[src/rtl/bus_dma_pkg.sv]
// Shared definitions for bus_dma: FSM state encoding, register word
// indices and CTRL/STATUS bit positions.
package bus_dma_pkg;

  typedef enum logic [1:0] {
    ST_IDLE = 2'd0,
    ST_RD   = 2'd1,
    ST_WR   = 2'd2,
    ST_FIN  = 2'd3
  } state_e;

  localparam logic [2:0] REG_SRC     = 3'd0;
  localparam logic [2:0] REG_DST     = 3'd1;
  localparam logic [2:0] REG_COUNT   = 3'd2;
  localparam logic [2:0] REG_CTRL    = 3'd3;
  localparam logic [2:0] REG_PATTERN = 3'd4;

  localparam int CTRL_START   = 0;
  localparam int CTRL_BUSY    = 1;
  localparam int CTRL_DONE    = 2;
  localparam int CTRL_IRQ_EN  = 3;
  localparam int CTRL_FILL    = 4;
  localparam int CTRL_ABORT   = 5;
  localparam int CTRL_ABORTED = 6;

endpackage

[src/rtl/bus_dma.sv]
// bus_dma: single-channel word-copy DMA with a register responder port and
// a bus initiator port. Each beat is one read (SRC) followed by one write
// (DST). Optional fill mode is compiled in with macro BUS_DMA_FILL_EN: every
// beat is then a write of PATTERN and SRC does not advance.
//
// Bus handshake: a request (m_read or m_write) with its address/data is
// presented from registered state and held unchanged until a cycle in which
// m_waitrequest is low; that rising edge completes the transfer.
module bus_dma
  import bus_dma_pkg::*;
#(
  parameter int CNT_W = 16
) (
  input  logic        clk,
  input  logic        rst_n,
  input  logic [2:0]  s_address,
  input  logic        s_read,
  input  logic        s_write,
  input  logic [31:0] s_writedata,
  output logic [31:0] s_readdata,
  output logic [31:0] m_address,
  output logic        m_read,
  output logic        m_write,
  output logic [31:0] m_writedata,
  output logic [3:0]  m_byteenable,
  input  logic [31:0] m_readdata,
  input  logic        m_waitrequest,
  output logic        irq
);

  localparam logic [CNT_W-1:0] CNT_ONE = CNT_W'(1);

  state_e           state_q, state_d;
  logic [31:0]      src_q, dst_q, buf_q, rdata_q, rdata_d;
  logic [CNT_W-1:0] cnt_q;
  logic             done_q, done_d, irq_en_q, irq_en_d;
  logic             aborted_q, aborted_d, abort_q, abort_d, irq_q;
  logic             busy, ctrl_wr, reg_wr, start_go, rd_ack, wr_ack;
  logic             fill_on, fill_go;
  logic [31:0]      pat_val;

  assign busy     = (state_q == ST_RD) || (state_q == ST_WR);
  assign ctrl_wr  = s_write && (s_address == REG_CTRL);
  assign reg_wr   = s_write && !busy;
  assign start_go = ctrl_wr && s_writedata[CTRL_START] && (state_q == ST_IDLE);
  assign rd_ack   = (state_q == ST_RD) && !m_waitrequest;
  assign wr_ack   = (state_q == ST_WR) && !m_waitrequest;

`ifdef BUS_DMA_FILL_EN
  logic        fill_q;
  logic [31:0] pat_q;

  assign fill_on = fill_q;
  assign pat_val = pat_q;
  assign fill_go = s_writedata[CTRL_FILL];

  // Fill-mode registers; FILL is frozen during a transfer so the beat type cannot change mid-run.
  always_ff @(posedge clk or negedge rst_n) begin
    if (!rst_n) begin
      fill_q <= 1'b0;
      pat_q  <= '0;
    end else begin
      if (reg_wr && (s_address == REG_PATTERN)) pat_q <= s_writedata;
      if (ctrl_wr && !busy) fill_q <= s_writedata[CTRL_FILL];
    end
  end
`else
  assign fill_on = 1'b0;
  assign pat_val = '0;
  assign fill_go = 1'b0;
`endif

  // FSM state register.
  always_ff @(posedge clk or negedge rst_n) begin
    if (!rst_n) state_q <= ST_IDLE;
    else        state_q <= state_d;
  end

  // Next state; a pending abort is honoured only once a write beat completes.
  always_comb begin
    state_d = state_q;
    case (state_q)
      ST_IDLE: if (start_go) begin
        if (cnt_q == '0)  state_d = ST_FIN;
        else if (fill_go) state_d = ST_WR;
        else              state_d = ST_RD;
      end
      ST_RD:   if (!m_waitrequest) state_d = ST_WR;
      ST_WR:   if (!m_waitrequest) begin
        if (abort_q || (cnt_q == CNT_ONE)) state_d = ST_FIN;
        else if (fill_on)                  state_d = ST_WR;
        else                               state_d = ST_RD;
      end
      ST_FIN:  state_d = ST_IDLE;
      default: state_d = ST_IDLE;
    endcase
  end

  // Initiator outputs decoded from registered state, so they hold during stalls.
  always_comb begin
    m_read      = 1'b0;
    m_write     = 1'b0;
    m_address   = '0;
    m_writedata = '0;
    case (state_q)
      ST_RD: begin
        m_read    = 1'b1;
        m_address = src_q;
      end
      ST_WR: begin
        m_write     = 1'b1;
        m_address   = dst_q;
        m_writedata = fill_on ? pat_val : buf_q;
      end
      default: ;
    endcase
  end

  assign m_byteenable = 4'hF;

  // Address/count registers: host writes when not busy, live progress on write beats.
  always_ff @(posedge clk or negedge rst_n) begin
    if (!rst_n) begin
      src_q <= '0;
      dst_q <= '0;
      cnt_q <= '0;
      buf_q <= '0;
    end else begin
      if (reg_wr) begin
        case (s_address)
          REG_SRC:   src_q <= {s_writedata[31:2], 2'b00};
          REG_DST:   dst_q <= {s_writedata[31:2], 2'b00};
          REG_COUNT: cnt_q <= s_writedata[CNT_W-1:0];
          default: ;
        endcase
      end
      if (rd_ack) buf_q <= m_readdata;
      if (wr_ack) begin
        if (!fill_on) src_q <= src_q + 32'd4;
        dst_q <= dst_q + 32'd4;
        cnt_q <= cnt_q - CNT_ONE;
      end
    end
  end

  // Control/status next values; FIN setting DONE wins over a same-cycle clear.
  always_comb begin
    done_d    = done_q;
    irq_en_d  = irq_en_q;
    aborted_d = aborted_q;
    abort_d   = abort_q;
    if (ctrl_wr) begin
      irq_en_d = s_writedata[CTRL_IRQ_EN];
      if (s_writedata[CTRL_DONE])          done_d    = 1'b0;
      if (s_writedata[CTRL_ABORTED])       aborted_d = 1'b0;
      if (s_writedata[CTRL_ABORT] && busy) abort_d   = 1'b1;
    end
    if (state_q == ST_FIN) begin
      done_d = 1'b1;
      if (abort_q) aborted_d = 1'b1;
      abort_d = 1'b0;
    end
  end

  // Control/status flops; irq is registered from the next-state values.
  always_ff @(posedge clk or negedge rst_n) begin
    if (!rst_n) begin
      done_q    <= 1'b0;
      irq_en_q  <= 1'b0;
      aborted_q <= 1'b0;
      abort_q   <= 1'b0;
      irq_q     <= 1'b0;
    end else begin
      done_q    <= done_d;
      irq_en_q  <= irq_en_d;
      aborted_q <= aborted_d;
      abort_q   <= abort_d;
      irq_q     <= done_d & irq_en_d;
    end
  end

  // Register read mux; the result is captured only on a read strobe.
  always_comb begin
    rdata_d = rdata_q;
    if (s_read) begin
      rdata_d = '0;
      case (s_address)
        REG_SRC:   rdata_d = src_q;
        REG_DST:   rdata_d = dst_q;
        REG_COUNT: rdata_d = 32'(cnt_q);
        REG_CTRL: begin
          rdata_d[CTRL_BUSY]    = busy;
          rdata_d[CTRL_DONE]    = done_q;
          rdata_d[CTRL_IRQ_EN]  = irq_en_q;
          rdata_d[CTRL_FILL]    = fill_on;
          rdata_d[CTRL_ABORTED] = aborted_q;
        end
`ifdef BUS_DMA_FILL_EN
        REG_PATTERN: rdata_d = pat_q;
`endif
        default: rdata_d = '0;
      endcase
    end
  end

  // Registered read data.
  always_ff @(posedge clk or negedge rst_n) begin
    if (!rst_n) rdata_q <= '0;
    else        rdata_q <= rdata_d;
  end

  assign s_readdata = rdata_q;
  assign irq        = irq_q;

endmodule

[config.mk]
export PLATFORM = sky130hd
export DESIGN_NAME = bus_dma
export DESIGN_NICKNAME = d
export VERILOG_FILES = /design/src/rtl/bus_dma_pkg.sv /design/src/rtl/bus_dma.sv
export SDC_FILE = /design/constraint.sdc
export NUM_CORES = 1
export LEC_CHECK = 0
export BUFFER_PORTS_ARGS = -buffer_cell sky130_fd_sc_hd__buf_2
export CAP_MARGIN = 10
export CELL_PAD_IN_SITES_DETAIL_PLACEMENT = 1
export CELL_PAD_IN_SITES_GLOBAL_PLACEMENT = 1
export CORE_ASPECT_RATIO = 1.2
export CORE_MARGIN = 10
export CORE_UTILIZATION = 46
export DETAILED_ROUTE_END_ITERATION = 7
export PLACE_DENSITY_LB_ADDON = 0.05
export SETUP_SLACK_MARGIN = 0.3
export SYNTH_ARGS = -nofsm -noshare
export SYNTH_HDL_FRONTEND = slang
export SYNTH_SLANG_ARGS = --single-unit
[constraint.sdc]
create_clock -name clk -period 4.25 [get_ports clk]
set_input_delay 0.2125 -clock clk [delete_from_list [all_inputs] [get_ports clk]]
set_output_delay 0.2125 -clock clk [all_outputs]
set_load 0.03 [all_outputs]
Word level (Yosys, flattened, before mapping)
Cells that the tools add are included.

storage, ports and cells
  register bits after elaboration = 151
  output and inout port bits = 103
  word-level logic and storage cells = 85

operators by class
  $add $sub $neg = 3
  equality and inequality tests = 10
  mux-type cells = 35
  bitwise gates (word level) = 1
  reductions and logical operators = 25

operator list
  cell                                                number
  two-way mux 32 bit                                  7
  one-hot mux 25 bit (3 select lines)                 1
  adder 32 x 3 -> 32 bit, second input constant       2
  one-hot mux 32 bit (2 select lines)                 1
  two-way mux 16 bit                                  3
  == test 16 x 1 -> 1 bit, second input constant      1
  zero test 16 bit                                    1
  one-hot mux 4 bit (4 select lines)                  1
  subtractor 16 x 1 -> 16 bit, second input constant  1
  two-way mux 1 bit                                   13
  nonzero test 2 bit                                  6
  two-way mux 2 bit                                   5
  one-hot mux 2 bit (4 select lines)                  1
  AND reduction 2 bit                                 4
  logical AND 1 bit                                   7
  == test 3 x 2 -> 1 bit, second input constant       2
  inequality test 2 bit, second input constant        3
  one-hot mux 1 bit (3 select lines)                  2
  == test 2 bit, second input constant                2
  one-hot mux 1 bit (4 select lines)                  1
  == test 3 x 1 -> 1 bit, second input constant       1
  zero test 3 bit                                     1
  AND reduction 3 bit                                 1
  == test 2 x 1 -> 1 bit, second input constant       1
  4 further kinds                                     6

Longest topological paths before layout
  depth after elaboration = 6
  mapped depth = 9
  gate-level depth less buffers = 7

Worst setup path after synthesis
OpenSTA, ideal clock, no wires.

  path type = register to output
  start point = register state_q[0]
  end point = output port m_address[10]
  arrival time = 2.015 ns
  slack = 2.023 ns
  cell stages (with the launch flop) = 7
  path buffers = 2
  cell sequence = dfrtp_1 inv_1 ha_1 clkbuf_1 clkbuf_1 a22oi_1 nor2b_1

on the way
  cells in the longest elaborated chain, start to end = 2
  elaborated cells between the ends (all ways) = 3
  classes of those cells = eq/ne: 2; mux: 1

ends and longest elaborated chain
  item                                                     RTL line        text
  from (decl)                                              bus_dma.sv:33   state_e state_q, state_d;
  from (signal assigned)                                   bus_dma.sv:76   else state_q <= state_d;
  == test 2 bit or == test 2 x 1 -> 1 bit (tied branches)  bus_dma.sv:105  case (state_q)
  one-hot mux 32 bit (2 select lines) (*)                  bus_dma.sv:105
  to (decl)                                                bus_dma.sv:21   output logic [31:0] m_address,

Mark *: on every way between the ends. The rest lies on a longest branch, timed or not.

Final worst setup path
  start point = register state_q[0]
  end point = register dst_q[20]

on the way
  cells in the longest elaborated chain, start to end = 6
  elaborated cells between the ends (all ways) = 10
  classes of those cells = eq/ne: 2; mux: 1; reduce/logical: 7

ends and longest elaborated chain
  item                                                     RTL line                      text
  == test 2 x 1 -> 1 bit or == test 2 bit (tied branches)  bus_dma.sv:42, bus_dma.sv:47
  logical OR 1 bit                                         bus_dma.sv:42                 assign busy = (state_q == ST_RD) || (state_q == ST_WR);
  zero test 1 bit                                          bus_dma.sv:44                 assign reg_wr = s_write && !busy;
  logical AND 1 bit                                        bus_dma.sv:44
  nonzero test 2 bit (no line)                             -
  AND reduction 2 bit (no line)                            -
  to (signal assigned)                                     bus_dma.sv:132                REG_DST: dst_q <= {s_writedata[31:2], 2'b00};
  to (signal assigned)                                     bus_dma.sv:140                dst_q <= dst_q + 32'd4;
  to (decl)                                                bus_dma.sv:34                 logic [31:0] src_q, dst_q, buf_q, rdata_q, rdata_d;

Parallel ways exist; a longest one is shown, timed or not.
A chain may end at the register's enable or synchronous reset.

==> results.json <==
{
  "vias": 7953,
  "crit_cells": 7,
  "place.gp.congestion": 0.855,
  "finalSetupTns_ps": 0,
  "post_cts_buffers": 0,
  "root_buffer": "clkbuf_16",
  "grt_max_degree": 93,
  "post_cts_resized": 0,
  "routed_wl_um": 29800,
  "insertion_delay_ps": 440,
  "yosysUniqueCellTypes": 72,
  "crit_chain": "inv_1 -> ha_2 -> nand2b_1 -> nor3_2 -> nand4_1 -> mux2i_1 -> o21a_1",
  "critical_path_class": "flop to flop",
  "n_fill_cell": 2241,
  "drc": 0,
  "postCtsHoldBufs": 2,
  "start_util_pct": 46.5,
  "die_width_um": 146,
  "drt_pass1_iterations": 5,
  "avgRoutedWirePerCell_um": 22.3,
  "ios": 175,
  "startpoint_type": "flop",
  "timing.final.crit_share_pct": 74.1,
  "cts_sinks": 147,
  "final_common_cell": "buf_2",
  "critical_path.slowest_cell": "nor3_2",
  "fin_crit_ps": 3150,
  "ant_nets": 0,
  "powerDensity_mw_per_mm2": 746,
  "cts.clk_slew.worst_paths_ps": 70,
  "async_reset_ff_share_pct": 100,
  "crit_family": "simple AND/OR/NAND/NOR gates",
  "grtUsageTotal_pct": 24.0,
  "yosysWarnings": 0,
  "synth-seq-cells": 147,
  "synth-edff-count": 0,
  "cp.required_ps": 4620,
  "grt_pass1_vias": 8363,
  "hold_depth": 2,
  "cts_max_level": 4,
  "core_region_area_mm2": 0.0187,
  "peakVddDrop_v": 0.000316,
  "finalSetupViolations": 0,
  "final_core_util_pct": 54.5,
  "critical-path-max-stage-delay_ps": 840,
  "rsz0062_at_grt": "false",
  "place_ws_ps": 1100,
  "grt-ovfl-total": 0,
  "fmax_mhz": 317,
  "clockBufferDepth": 2,
  "vias_per_cell": 5.97,
  "avgSynthCellArea_um2": 9.25,
  "skew_ps": 16.9,
  "synth_ff_type": "dfrtp_1",
  "status": "finished, final reports clean",
  "syn_inst": 941,
  "cp.arrival_ps": 3520,
  "synth_area_mm2": 0.00870,
  "die_h_um": 171,
  "drv_slew": 0,
  "antennaDiodeCount": 0,
  "p_leak_uw": 0.00452,
  "layout.nets": 1146,
  "ys_seq_area_share_pct": 42.3,
  "hold_path.class": "input port to flop",
  "antenna_found_initial": 0,
  "crit_fanout": 23,
  "cts_buffers": 17,
  "first_iter_violations": 433,
  "drive_gt1_share_pct": 26.0,
  "hold_viol_final": 0,
  "cp_num_buf_inv": 1,
  "row_count": 55,
  "grt_pass1_wl_um": 48000,
  "syn_to_final_growth_pct": 17.3,
  "fin_ws_ps": 1100,
  "worst_pin_slew_ps": 899,
  "port_buffers": 168,
  "cts_tree": "built",
  "endpoint_kind": "flop",
  "power.total_uw": 7610,
  "dp_hpwl_um": 21400,
  "multi_input_area_mm2": 0.00450,
  "seq_area_mm2": 0.00368,
  "rr_worst_depth": 7,
  "layout.cells.most_common_list": "buf_2, dfrtp_1, nor2_1",
  "cap_viol_max_count": 0,
  "die-area_mm2": 0.0248,
  "slew_headroom_pct": 39.9
}
[metal layers]
metal / wire length [um] / vias to the layer above / global-route usage [%]
li1: - / 3665 / -
met1: 12700 / 4056 / 28.5
met2: 15500 / 190 / 43.0
met3: 1030 / 42 / 4.52
met4: 494 / 0 / 7.35
met5: 0 / - / 0
[final cells by class]
class                      instances  area share, %
clock buffer                      20           4.38
multi-input combinational        668           44.1
inverter                          51           1.88
tap                              256           3.14
timing repair buffer             180           9.47
clock inverter                    11           1.04
sequential                       147           36.0
[state kept, by name (all words and copies together) (netlist names)]
register / count
buf_q: 32
s_readdata: 32
dst_q: 30
src_q: 30
cnt_q: 16
state_q: 2
abort_q: 1
aborted_q: 1
done_q: 1
irq: 1
irq_en_q: 1
[where the power goes]
group	total (uW)	internal, uW	switching [uW]
logic	3370	1290	2080
registers	2790	1990	802
clock network	1460	820	639
total	7610	4100	3520
[synth_stat cells, drive strengths merged, types with 2 or more instances]
master | instances | area share (%)
nor4b | 2 | 0.34
dfrtp | 147 | 42
mux2i | 33 | 3.8
nand3 | 28 | 1.8
o21a | 4 | 0.34
nor4 | 12 | 1.4
and2 | 35 | 2.5
buf | 41 | 2.5
ha | 9 | 1.3
and3 | 14 | 1.0
o22a | 3 | 0.30
nor3b | 2 | 0.17
o211ai | 3 | 0.26
a41o | 2 | 0.23
o21ai | 27 | 1.6
nand4 | 22 | 1.9
or4 | 4 | 0.43
and4 | 9 | 0.91
o311ai | 4 | 0.40
o32ai | 4 | 0.40
o221a | 5 | 0.65
nor2b | 35 | 2.5
nand2 | 46 | 2.0
inv | 51 | 2.2
nand2b | 5 | 0.36
or4b | 2 | 0.27
nor2 | 100 | 4.3
o31ai | 4 | 0.34
a21oi | 48 | 2.8
a211oi | 26 | 2.3
nor3 | 25 | 1.9
mux4 | 3 | 0.78
conb | 2 | 0.086
a311oi | 19 | 2.1
o22ai | 39 | 2.8
mux2 | 35 | 4.5
a21o | 3 | 0.26
clkbuf | 38 | 1.7
a31oi | 5 | 0.36
a22oi | 31 | 2.7
[cells by family (layout without fill, tap and decap cells)]
logic type | count (synthesis) | in the layout | synth area share [%]
AOI/OAI and AO/OA | 236 | 236 | 18.7
buffers and inverters | 130 | 262 | 6.38
and+or+nand+nor | 346 | 346 | 22.2
DFF | 147 | 147 | 42.3
muxes | 71 | 71 | 9.10
other | 2 | 6 | 0.0863
adders and majority gates | 9 | 9 | 1.29
[stage by stage]
step,area (um^2),cells,hold WS (ps)
2_1_floorplan,8720,945,-83.1
3_3_place_gp,9640,1300,378
3_5_place_dp,9640,1300,381
4_1_cts,10200,1333,0.0198
5_1_grt,10200,1333,0.688
6_report,10200,1333,11.9
[worst paths after layout]
path | from | end | slack, ps
max | state_q[0]$_DFFE_PN0P_ | dst_q[20]$_DFFE_PN0P_ | 1100
min | m_readdata[1] | buf_q[1]$_DFFE_PN0P_ | 10
max reg2reg | state_q[0]$_DFFE_PN0P_ | dst_q[20]$_DFFE_PN0P_ | 1100
min reg2reg | buf_q[10]$_DFFE_PN0P_ | buf_q[10]$_DFFE_PN0P_ | 500
max in group asynchronous | rst_n | src_q[9]$_DFFE_PN0P_ | 2960
min in group asynchronous | rst_n | buf_q[17]$_DFFE_PN0P_ | 460
Power figures use the tool's default switching activity.
